$ cat src/rtl/mc_pkg.sv
// Shared types and constants for the multi-cycle MIPS controller.
package mc_pkg;

  typedef enum logic [3:0] {
    S_FETCH   = 4'd0,
    S_DECODE  = 4'd1,
    S_MEMADR  = 4'd2,
    S_MEMRD   = 4'd3,
    S_MEMWB   = 4'd4,
    S_MEMWR   = 4'd5,
    S_EXE_R   = 4'd6,
    S_EXE_I   = 4'd7,
    S_ALUWB_R = 4'd8,
    S_ALUWB_I = 4'd9,
    S_BRANCH  = 4'd10,
    S_JUMP    = 4'd11
  } state_t;

  typedef enum logic [3:0] {
    C_ADDU = 4'd0,
    C_SUBU = 4'd1,
    C_ORI  = 4'd2,
    C_LUI  = 4'd3,
    C_LW   = 4'd4,
    C_SW   = 4'd5,
    C_BEQ  = 4'd6,
    C_J    = 4'd7,
    C_NONE = 4'd8
  } iclass_t;

  localparam logic [5:0] OP_RTYPE = 6'h00;
  localparam logic [5:0] OP_ORI   = 6'h0D;
  localparam logic [5:0] OP_LUI   = 6'h0F;
  localparam logic [5:0] OP_LW    = 6'h23;
  localparam logic [5:0] OP_SW    = 6'h2B;
  localparam logic [5:0] OP_BEQ   = 6'h04;
  localparam logic [5:0] OP_J     = 6'h02;

  localparam logic [5:0] FN_ADDU  = 6'h21;
  localparam logic [5:0] FN_SUBU  = 6'h23;

  localparam logic [3:0] ALU_ADD  = 4'b0000;
  localparam logic [3:0] ALU_SUB  = 4'b0001;
  localparam logic [3:0] ALU_OR   = 4'b0010;
  localparam logic [3:0] ALU_LUI  = 4'b0011;

  localparam logic [1:0] SRCB_BUSB    = 2'b00;
  localparam logic [1:0] SRCB_FOUR    = 2'b01;
  localparam logic [1:0] SRCB_IMM     = 2'b10;
  localparam logic [1:0] SRCB_IMM_SH2 = 2'b11;

  localparam logic [1:0] PCSRC_ALU    = 2'b00;
  localparam logic [1:0] PCSRC_ALUOUT = 2'b01;
  localparam logic [1:0] PCSRC_JUMP   = 2'b10;

endpackage

$ cat src/rtl/mc_decode.sv
// Combinational instruction classifier: op/funct from the IR to a class and a legal flag.
module mc_decode
  import mc_pkg::*;
(
  input  logic [5:0] op,
  input  logic [5:0] funct,
  output iclass_t    iclass,
  output logic       legal
);

  // Map opcode (and funct for R-type) onto the supported instruction classes.
  always_comb begin
    iclass = C_NONE;
    legal  = 1'b0;
    case (op)
      OP_RTYPE: begin
        if (funct == FN_ADDU) begin
          iclass = C_ADDU;
          legal  = 1'b1;
        end else if (funct == FN_SUBU) begin
          iclass = C_SUBU;
          legal  = 1'b1;
        end
      end
      OP_ORI: begin iclass = C_ORI; legal = 1'b1; end
      OP_LUI: begin iclass = C_LUI; legal = 1'b1; end
      OP_LW:  begin iclass = C_LW;  legal = 1'b1; end
      OP_SW:  begin iclass = C_SW;  legal = 1'b1; end
      OP_BEQ: begin iclass = C_BEQ; legal = 1'b1; end
      OP_J:   begin iclass = C_J;   legal = 1'b1; end
      default: begin
        iclass = C_NONE;
        legal  = 1'b0;
      end
    endcase
  end

endmodule

$ cat src/rtl/mc_ctrl.sv
// Multi-cycle controller: sequences the MIPS datapath over shared-memory cycles
// and counts retired instructions.
//
// state     | meaning
// ----------+-----------------------------------------------------------
// FETCH     | read instruction at PC, PC+4 -> PC and IR load on mem_ready
// DECODE    | classify IR, branch target -> ALUOut
// MEMADR    | base + sign-extended offset -> ALUOut
// MEMRD     | load data read at ALUOut, wait for mem_ready
// MEMWB     | MDR -> rt
// MEMWR     | store busB at ALUOut, wait for mem_ready
// EXE_R     | busA op busB (addu/subu)
// EXE_I     | busA op zero-extended imm (ori/lui)
// ALUWB_R   | ALUOut -> rd
// ALUWB_I   | ALUOut -> rt
// BRANCH    | compare busA/busB, conditional PC write from ALUOut
// JUMP      | PC <- jump target
module mc_ctrl
  import mc_pkg::*;
#(
  parameter int CNT_W = 32
) (
  input  logic             clk,
  input  logic             reset,
  input  logic [5:0]       op,
  input  logic [5:0]       funct,
  input  logic             zero,
  input  logic             mem_ready,
  output logic             pc_wr,
  output logic             pc_wr_cond,
  output logic [1:0]       pc_src,
  output logic             iord,
  output logic             mem_rd,
  output logic             mem_wr,
  output logic             ir_wr,
  output logic             reg_wr,
  output logic             reg_dst,
  output logic             mem_to_reg,
  output logic             ext_op,
  output logic             alu_src_a,
  output logic [1:0]       alu_src_b,
  output logic [3:0]       alu_ctr,
  output logic             illegal,
  output logic [CNT_W-1:0] instr_cnt
);

  state_t           state_q;
  state_t           state_d;
  iclass_t          iclass;
  logic             legal;
  logic             cnt_inc;
  logic [CNT_W-1:0] cnt_q;

  // The beq decision is taken in the datapath (pc_wr_cond & zero), so the
  // controller only carries the flag through.
  logic unused_zero;
  assign unused_zero = zero;

  mc_decode u_decode (
    .op     (op),
    .funct  (funct),
    .iclass (iclass),
    .legal  (legal)
  );

  // State register.
  always_ff @(posedge clk) begin
    if (reset) state_q <= S_FETCH;
    else       state_q <= state_d;
  end

  // Retired-instruction counter, wraps naturally.
  always_ff @(posedge clk) begin
    if (reset)        cnt_q <= '0;
    else if (cnt_inc) cnt_q <= cnt_q + CNT_W'(1);
  end

  // Count is forced to zero while reset is held so nothing stale is visible.
  assign instr_cnt = reset ? '0 : cnt_q;

  // Next-state and per-state output decode; reset masks every output.
  always_comb begin
    state_d    = state_q;
    cnt_inc    = 1'b0;
    pc_wr      = 1'b0;
    pc_wr_cond = 1'b0;
    pc_src     = PCSRC_ALU;
    iord       = 1'b0;
    mem_rd     = 1'b0;
    mem_wr     = 1'b0;
    ir_wr      = 1'b0;
    reg_wr     = 1'b0;
    reg_dst    = 1'b0;
    mem_to_reg = 1'b0;
    ext_op     = 1'b0;
    alu_src_a  = 1'b0;
    alu_src_b  = SRCB_BUSB;
    alu_ctr    = ALU_ADD;
    illegal    = 1'b0;

    case (state_q)
      S_FETCH: begin
        mem_rd    = 1'b1;
        alu_src_b = SRCB_FOUR;
        if (mem_ready) begin
          ir_wr   = 1'b1;
          pc_wr   = 1'b1;
          state_d = S_DECODE;
        end
      end
      S_DECODE: begin
        alu_src_b = SRCB_IMM_SH2;
        ext_op    = 1'b1;
        if (!legal) begin
          illegal = 1'b1;
          state_d = S_FETCH;
        end else begin
          case (iclass)
            C_LW, C_SW:     state_d = S_MEMADR;
            C_ADDU, C_SUBU: state_d = S_EXE_R;
            C_ORI, C_LUI:   state_d = S_EXE_I;
            C_BEQ:          state_d = S_BRANCH;
            C_J:            state_d = S_JUMP;
            default:        state_d = S_FETCH;
          endcase
        end
      end
      S_MEMADR: begin
        alu_src_a = 1'b1;
        alu_src_b = SRCB_IMM;
        ext_op    = 1'b1;
        state_d   = (iclass == C_LW) ? S_MEMRD : S_MEMWR;
      end
      S_MEMRD: begin
        mem_rd = 1'b1;
        iord   = 1'b1;
        if (mem_ready) state_d = S_MEMWB;
      end
      S_MEMWB: begin
        reg_wr     = 1'b1;
        mem_to_reg = 1'b1;
        cnt_inc    = 1'b1;
        state_d    = S_FETCH;
      end
      S_MEMWR: begin
        mem_wr = 1'b1;
        iord   = 1'b1;
        if (mem_ready) begin
          cnt_inc = 1'b1;
          state_d = S_FETCH;
        end
      end
      S_EXE_R: begin
        alu_src_a = 1'b1;
        alu_src_b = SRCB_BUSB;
        alu_ctr   = (iclass == C_SUBU) ? ALU_SUB : ALU_ADD;
        state_d   = S_ALUWB_R;
      end
      S_EXE_I: begin
        alu_src_a = 1'b1;
        alu_src_b = SRCB_IMM;
        alu_ctr   = (iclass == C_LUI) ? ALU_LUI : ALU_OR;
        state_d   = S_ALUWB_I;
      end
      S_ALUWB_R: begin
        reg_wr  = 1'b1;
        reg_dst = 1'b1;
        cnt_inc = 1'b1;
        state_d = S_FETCH;
      end
      S_ALUWB_I: begin
        reg_wr  = 1'b1;
        cnt_inc = 1'b1;
        state_d = S_FETCH;
      end
      S_BRANCH: begin
        alu_src_a  = 1'b1;
        alu_src_b  = SRCB_BUSB;
        alu_ctr    = ALU_SUB;
        pc_wr_cond = 1'b1;
        pc_src     = PCSRC_ALUOUT;
        cnt_inc    = 1'b1;
        state_d    = S_FETCH;
      end
      S_JUMP: begin
        pc_wr   = 1'b1;
        pc_src  = PCSRC_JUMP;
        cnt_inc = 1'b1;
        state_d = S_FETCH;
      end
      default: state_d = S_FETCH;
    endcase

    if (reset) begin
      pc_wr      = 1'b0;
      pc_wr_cond = 1'b0;
      pc_src     = PCSRC_ALU;
      iord       = 1'b0;
      mem_rd     = 1'b0;
      mem_wr     = 1'b0;
      ir_wr      = 1'b0;
      reg_wr     = 1'b0;
      reg_dst    = 1'b0;
      mem_to_reg = 1'b0;
      ext_op     = 1'b0;
      alu_src_a  = 1'b0;
      alu_src_b  = SRCB_BUSB;
      alu_ctr    = ALU_ADD;
      illegal    = 1'b0;
      cnt_inc    = 1'b0;
    end
  end

endmodule

$ cat config.mk
export PLATFORM = sky130hd
export DESIGN_NAME = mc_ctrl
export DESIGN_NICKNAME = d
export VERILOG_FILES = /design/src/rtl/mc_pkg.sv /design/src/rtl/mc_decode.sv /design/src/rtl/mc_ctrl.sv
export SDC_FILE = /design/constraint.sdc
export NUM_CORES = 1
export LEC_CHECK = 0
export CAP_MARGIN = 20
export CORE_UTILIZATION = 45
export DETAILED_ROUTE_END_ITERATION = 7
export DONT_BUFFER_PORTS = 1
export GPL_TIMING_DRIVEN = 0
export PLACE_DENSITY = 0.62
export SYNTH_ARGS = -nofsm -noshare
export SYNTH_HDL_FRONTEND = slang
export SYNTH_SLANG_ARGS = --single-unit
$ cat constraint.sdc
create_clock -name clk -period 2.8 [get_ports clk]
set_clock_uncertainty 0.1 [all_clocks]
set_input_delay 0.28 -clock clk [delete_from_list [all_inputs] [get_ports clk]]
set_output_delay 0.28 -clock clk [all_outputs]
set_load 0.005 [all_outputs]
# [Word-level counts from Yosys, hierarchy flattened]
# Memory sizes are Yosys's and may differ from the RTL's.
# Cells that the tools add are included.
[word_totals] input_bits=16 mem_bits_ro=24 word_cells=90 ff_bits=36 output_inout_bits=52 n_memories=1
[classes] eq_ne=25 n_addsub=1 n_mux=50 n_reduce_logical=11
[mem_list] memory="(no name shown)" depth=8 word_bits=3 rd=1 rd_ports_with_merged_regs=0 write_ports=0 line_no="mc_ctrl.sv:118" source="case (iclass)"
[op_table] op="$pmux W4 S7" n=2
[op_table] op="$add A32 B1 Y32 const B" n=1
[op_table] op="$mux W32" n=1
[op_table] op="$mux W4" n=8
[op_table] op="$mux W1" n=30
[op_table] op="$eq A6 B6 Y1 const B" n=4
[op_table] op="$eq A4 B3 Y1 const B" n=5
[op_table] op="$eq A4 B4 Y1 const B" n=4
[op_table] op="$eq A4 B2 Y1 const B" n=3
[op_table] op="$eq A6 B4 Y1 const B" n=2
[op_table] op="$pmux W2 S3" n=2
[op_table] op="$eq A4 B1 Y1 const B" n=2
[op_table] op="$reduce_or A2 Y1" n=4
[op_table] op="$eq A6 B2 Y1 const B" n=1
[op_table] op="$eq A6 B3 Y1 const B" n=1
[op_table] op="$logic_not A6 Y1" n=1
[op_table] op="$ne A2 B2 Y1 const B" n=3
[op_table] op="$pmux W1 S2" n=3
[op_table] op="$reduce_or A6 Y1" n=1
[op_table] op="$reduce_or A5 Y1" n=1
[op_table] op="$logic_not A4 Y1" n=1
[op_table] op="$mux W2" n=2
[op_table] op="$pmux W2 S2" n=1
[op_table] op="$reduce_or A4 Y1" n=1
[op_table] op="3 further kinds" n=3

# [Longest topological paths before layout]
# Gate-level depths: netlist of the first run.
[depth] ltp_word=8 mapped_depth=8 depth_no_buf=5

# [By module]
# A second synthesis of the first run with hierarchy kept.
[hier_totals] hier_cells=314 area_unflattened_um2=2359.8
[modules_own_cells] mod="mc_ctrl" cells_each=294 area_per_inst_um2=2225.9 instances=1 seq_area_each_um2=720.7
[modules_own_cells] mod="mc_decode" cells_each=20 area_per_inst_um2=133.9 instances=1 seq_area_each_um2=0.0

# [Worst setup path before layout of the first run]
# OpenSTA, ideal clock, no wires.
[synth_timing] path_kind="reg2reg" start="reg cnt_q[7]" end="reg cnt_q[31]" n_path_buf=1 setup_time_ns=0.071 period_less_slack_ns=2.467 stages_incl_launch_ff=7 arrival_ns=2.297 t_required_ns=2.629 path_slack_ns=0.333 cell_sequence="dfxtp_1 -> nand4_1 -> or4_1 -> buf_2 -> or4_4 -> or4b_1 -> a21oi_1"
[synth_between] elab_chain_cells=1
[synth_lines] element="start, declared" line_no="mc_ctrl.sv:52" source="logic [CNT_W-1:0] cnt_q;"
[synth_lines] element="start signal, assigned" line_no="mc_ctrl.sv:75" source="else if (cnt_inc) cnt_q <= cnt_q + CNT_W'(1);"
[synth_lines] element="$add A32 B1 Y32" line_no="mc_ctrl.sv:75"
# Every way passes these cells.
# A chain may end at the register's enable or synchronous reset.

# [Worst setup path after layout of the first run]
[layout_timing] start="reg cnt_q[3]" end="reg cnt_q[31]"
# Same word-level chain as after synthesis.

==> results of run 1 <==
## critical path, cell delays in order (launching register included)
cell     delay [ns]
dfxtp_1        0.42
nand3_2        0.20
or4_1          0.50
buf_2          0.17
or4_4          0.54
or4b_1         0.51
a21oi_1        0.14
## state kept, by name, indices dropped and copies added (netlist names)
name     count
state_q      4
cnt_q       32
## kinds of logic after synthesis
group | Yosys count | share of synthesized area [%]
buffers and inverters | 34 | 5.91
and+or+nand+nor | 187 | 42.7
xor gates and xnor gates | 22 | 8.13
AOI/OAI and AO/OA | 41 | 10.8
other | 1 | 0.158
DFF | 36 | 30.4
muxes | 3 | 1.37
adders and majority gates | 1 | 0.528
## path summary, 6_finish.rpt
check,from,end,slack [ns]
setup / recovery,cnt_q[3],cnt_q[31],0.15
hold / removal,op[4],state_q[2],0.14
setup reg to reg,cnt_q[3],cnt_q[31],0.15
hold reg to reg,cnt_q[30],cnt_q[30],0.38
## cell usage after synthesis, drive strengths merged (2+ instances only)
cell and count:
nor2 44, dfxtp 36, nor2b 34, nand2 23, clkbuf 22, xnor2 19
nor4 14, a21oi 13, o21ai 13, nand3 12, nor3 11, or4 10
nand4 8, or3 8, inv 7, and3 5, buf 5, nand2b 5
and4 4, or2 4, a2bb2oi 3, xor2 3, mux2 2, o211ai 2
## layout make-up
cell class	instances	area, um^2	share of cell area, %
Clock buffer	8	90.1	3.53
Sequential cell	36	721	28.2
Multi-Input combinational cell	256	1510	59.3
Tap cell	70	87.6	3.43
Inverter	7	26.3	1.03
Buffer	27	114	4.46
## stage by stage
step | worst slack, ns | utilization, %
2_1_floorplan | 0.333 | -
3_3_place_gp | 0.161 | 48.5
3_5_place_dp | 0.146 | 48.5
4_1_cts | 0.146 | 50.3
5_1_grt | 0.0338 | 50.3
6_report | 0.147 | 50.3
## per-layer routing
layer | vias to the layer above | track usage [%] | share of wire, %
met3 | 9 | 5.28 | 8.6
met4 | 0 | 8.18 | 1.5
met1 | 1075 | 28.0 | 44
li1 | 1142 | - | -
met2 | 94 | 35.0 | 46
met5 | - | 0 | 0
## power groups by stage
stage	clock, mW	sequential (mW)	combinational [mW]
2_1_floorplan	0	0.526	0.0633
5_1_grt	0.412	0.514	0.0919
4_1_cts	0.395	0.514	0.0822
3_3_place_gp	0	0.526	0.0807
3_5_place_dp	0	0.526	0.0819
6_report	0.382	0.514	0.0820
==> key figures, run 1 <==
Status
  • Status: completed

Synth
  • Cell variety after synth: 46
  • Flops & latches, synth: 36
  • Cell Area, Synth: 2370 um^2
  • Syn. warnings: 0
  • Post-synth ARST share: 0%
  • Syn_area_per_cell: 7.30 um^2
  • Synth area leaders: dfxtp_1 30%, nor2b_1 9.0%, xnor2_1 7.0%
  • Seq/Total Area, Yosys: 30.4%
  • Post-synth top flop: dfxtp_1
  • Yosys top cell area share: 30.4%
  • Post-synth EDFFs: 0
  • Syn Inst Count: 325
  • Biggest area consumer among synthesized cells: dfxtp_1

Clocking
  • Root buffer cell: clkbuf_8
  • CTS Hold Bufs: 0
  • CTS Sinks: 36
  • Clock buffer depth: 2
  • TritonCTS buffer count: 5
  • CTS tree: built
  • Clock Latency Late Sink: 0.29 ns
  • Resized cells post-CTS: 0
  • Setup Fix Bufs, Post-CTS: 0
  • H-tree depth: 2
  • Clk slew on worst S/H paths: 0.07 ns

STA
  • Min Clock Period, post-route: 2.65 ns
  • RSZ-0062 raised after global routing: no
  • Fin. Hold Viols: 0
  • Final Max Tran Viols: 0
  • Setup TNS: 0 ns
  • Slew headroom: 57.1%
  • FMAX: 0.377 GHz
  • Worst-Margin Slew: 0.627 ns
  • Final Cycle Share: 94.8%
  • Final hold slack: 0.137 ns
  • Final setup violation count: 0

Power and ir drop
  • Comb pwr share: 8.4%
  • Tot Pwr: 0.978 mW
  • NetSw: 0.238 mW
  • VDD IR-drop max: 0.249 mV
  • Sequential share of power: 52.6%
  • Clock network power share: 39.1%
  • Leak Pwr: 0.855 nW
  • Int Pwr: 0.740 mW
  • Switching part of the total power: 24.3%
  • PD cells: 383 nW/um^2

Worst setup path
  • Critical path required time: 2.91 ns
  • Crit Path Class: register to register
  • Crit path arrival time: 2.77 ns
  • Worst Path Max Fanout: 9
  • Reg2Reg Depth: 6
  • CP Launch Type: register
  • CP Capture Type: register

Cells and area
  • Nets: 350
  • Fillers: 531
  • Commonest non-fill, non-tap cell in the layout: nor2_1
  • Most frequent cells in the layout: 44 x nor2_1, 36 x dfxtp_1, 34 x nor2b_1, 24 x clkbuf_1, 23 x nand2_1
  • N_diodes: 0
  • Area Overhead vs Synth: 7.65%
  • Share of cells above drive strength 1: 5.39%
  • Final Non-Filler Cells: 404
  • Fin area: 2550 um^2

Global routing
  • Initial antenna violation count: 0
  • Overall routing resource usage: 21.7%
  • Vias in the first global route: 2055
  • Pin count of the biggest net entering global routing: 11
  • First-pass GRT wire length: 9.30 mm
  • GR Overflow Total: 0

Drt
  • Wire per inst: 14.7 um
  • TritonRoute pass-1 iters: 5
  • Routed WL: 5.93 mm
  • Routed Antenna Nets: 0
  • Drt drc: 0
  • Via density: 5.74
  • Via count: 2320
  • DR iter-0 viols: 188

Hold path
  • Hold Crit Class: primary input to register
  • Hold depth: 2

Placement
  • Hpwl dp: 4.28 mm
  • Post-DP Area: 2460 um^2
  • DP Cell Count: 396
  • GPL Wtd Cong: 0.821
  • Port-buffer cells: 0

Die
  • DIE HEIGHT: 74.6 um
  • Initial Util: 46.7%
  • Chip width: 74.6 um
  • Cell Rows: 26
  • Die area: 5560 um^2
  • Core area: 5070 um^2
  • # IOs: 68

Flow run
  • # Max-Cap Violations: 0
Power figures use the tool's default switching activity.
==> run 2, diff against run 1 <==
==> constraint.sdc (replaced) <==
create_clock -name clk -period 3.15 [get_ports clk]
set_clock_uncertainty 0.1 [all_clocks]
set_input_delay 0.315 -clock clk [delete_from_list [all_inputs] [get_ports clk]]
set_output_delay 0.315 -clock clk [all_outputs]
set_load 0.005 [all_outputs]
==> results of run 2 <==
Same layout as run 1 (identical final DEF). Status: completed.
Among the figures that moved: setup slack after placement 0.146 ns -> 0.461 ns; setup slack after layout 0.147 ns -> 0.497 ns; hold slack 0.137 ns -> 0.172 ns; register-to-register setup slack 0.15 ns -> 0.50 ns; total power 0.978 mW -> 0.870 mW; worst IR drop on VDD 0.249 mV -> 0.221 mV
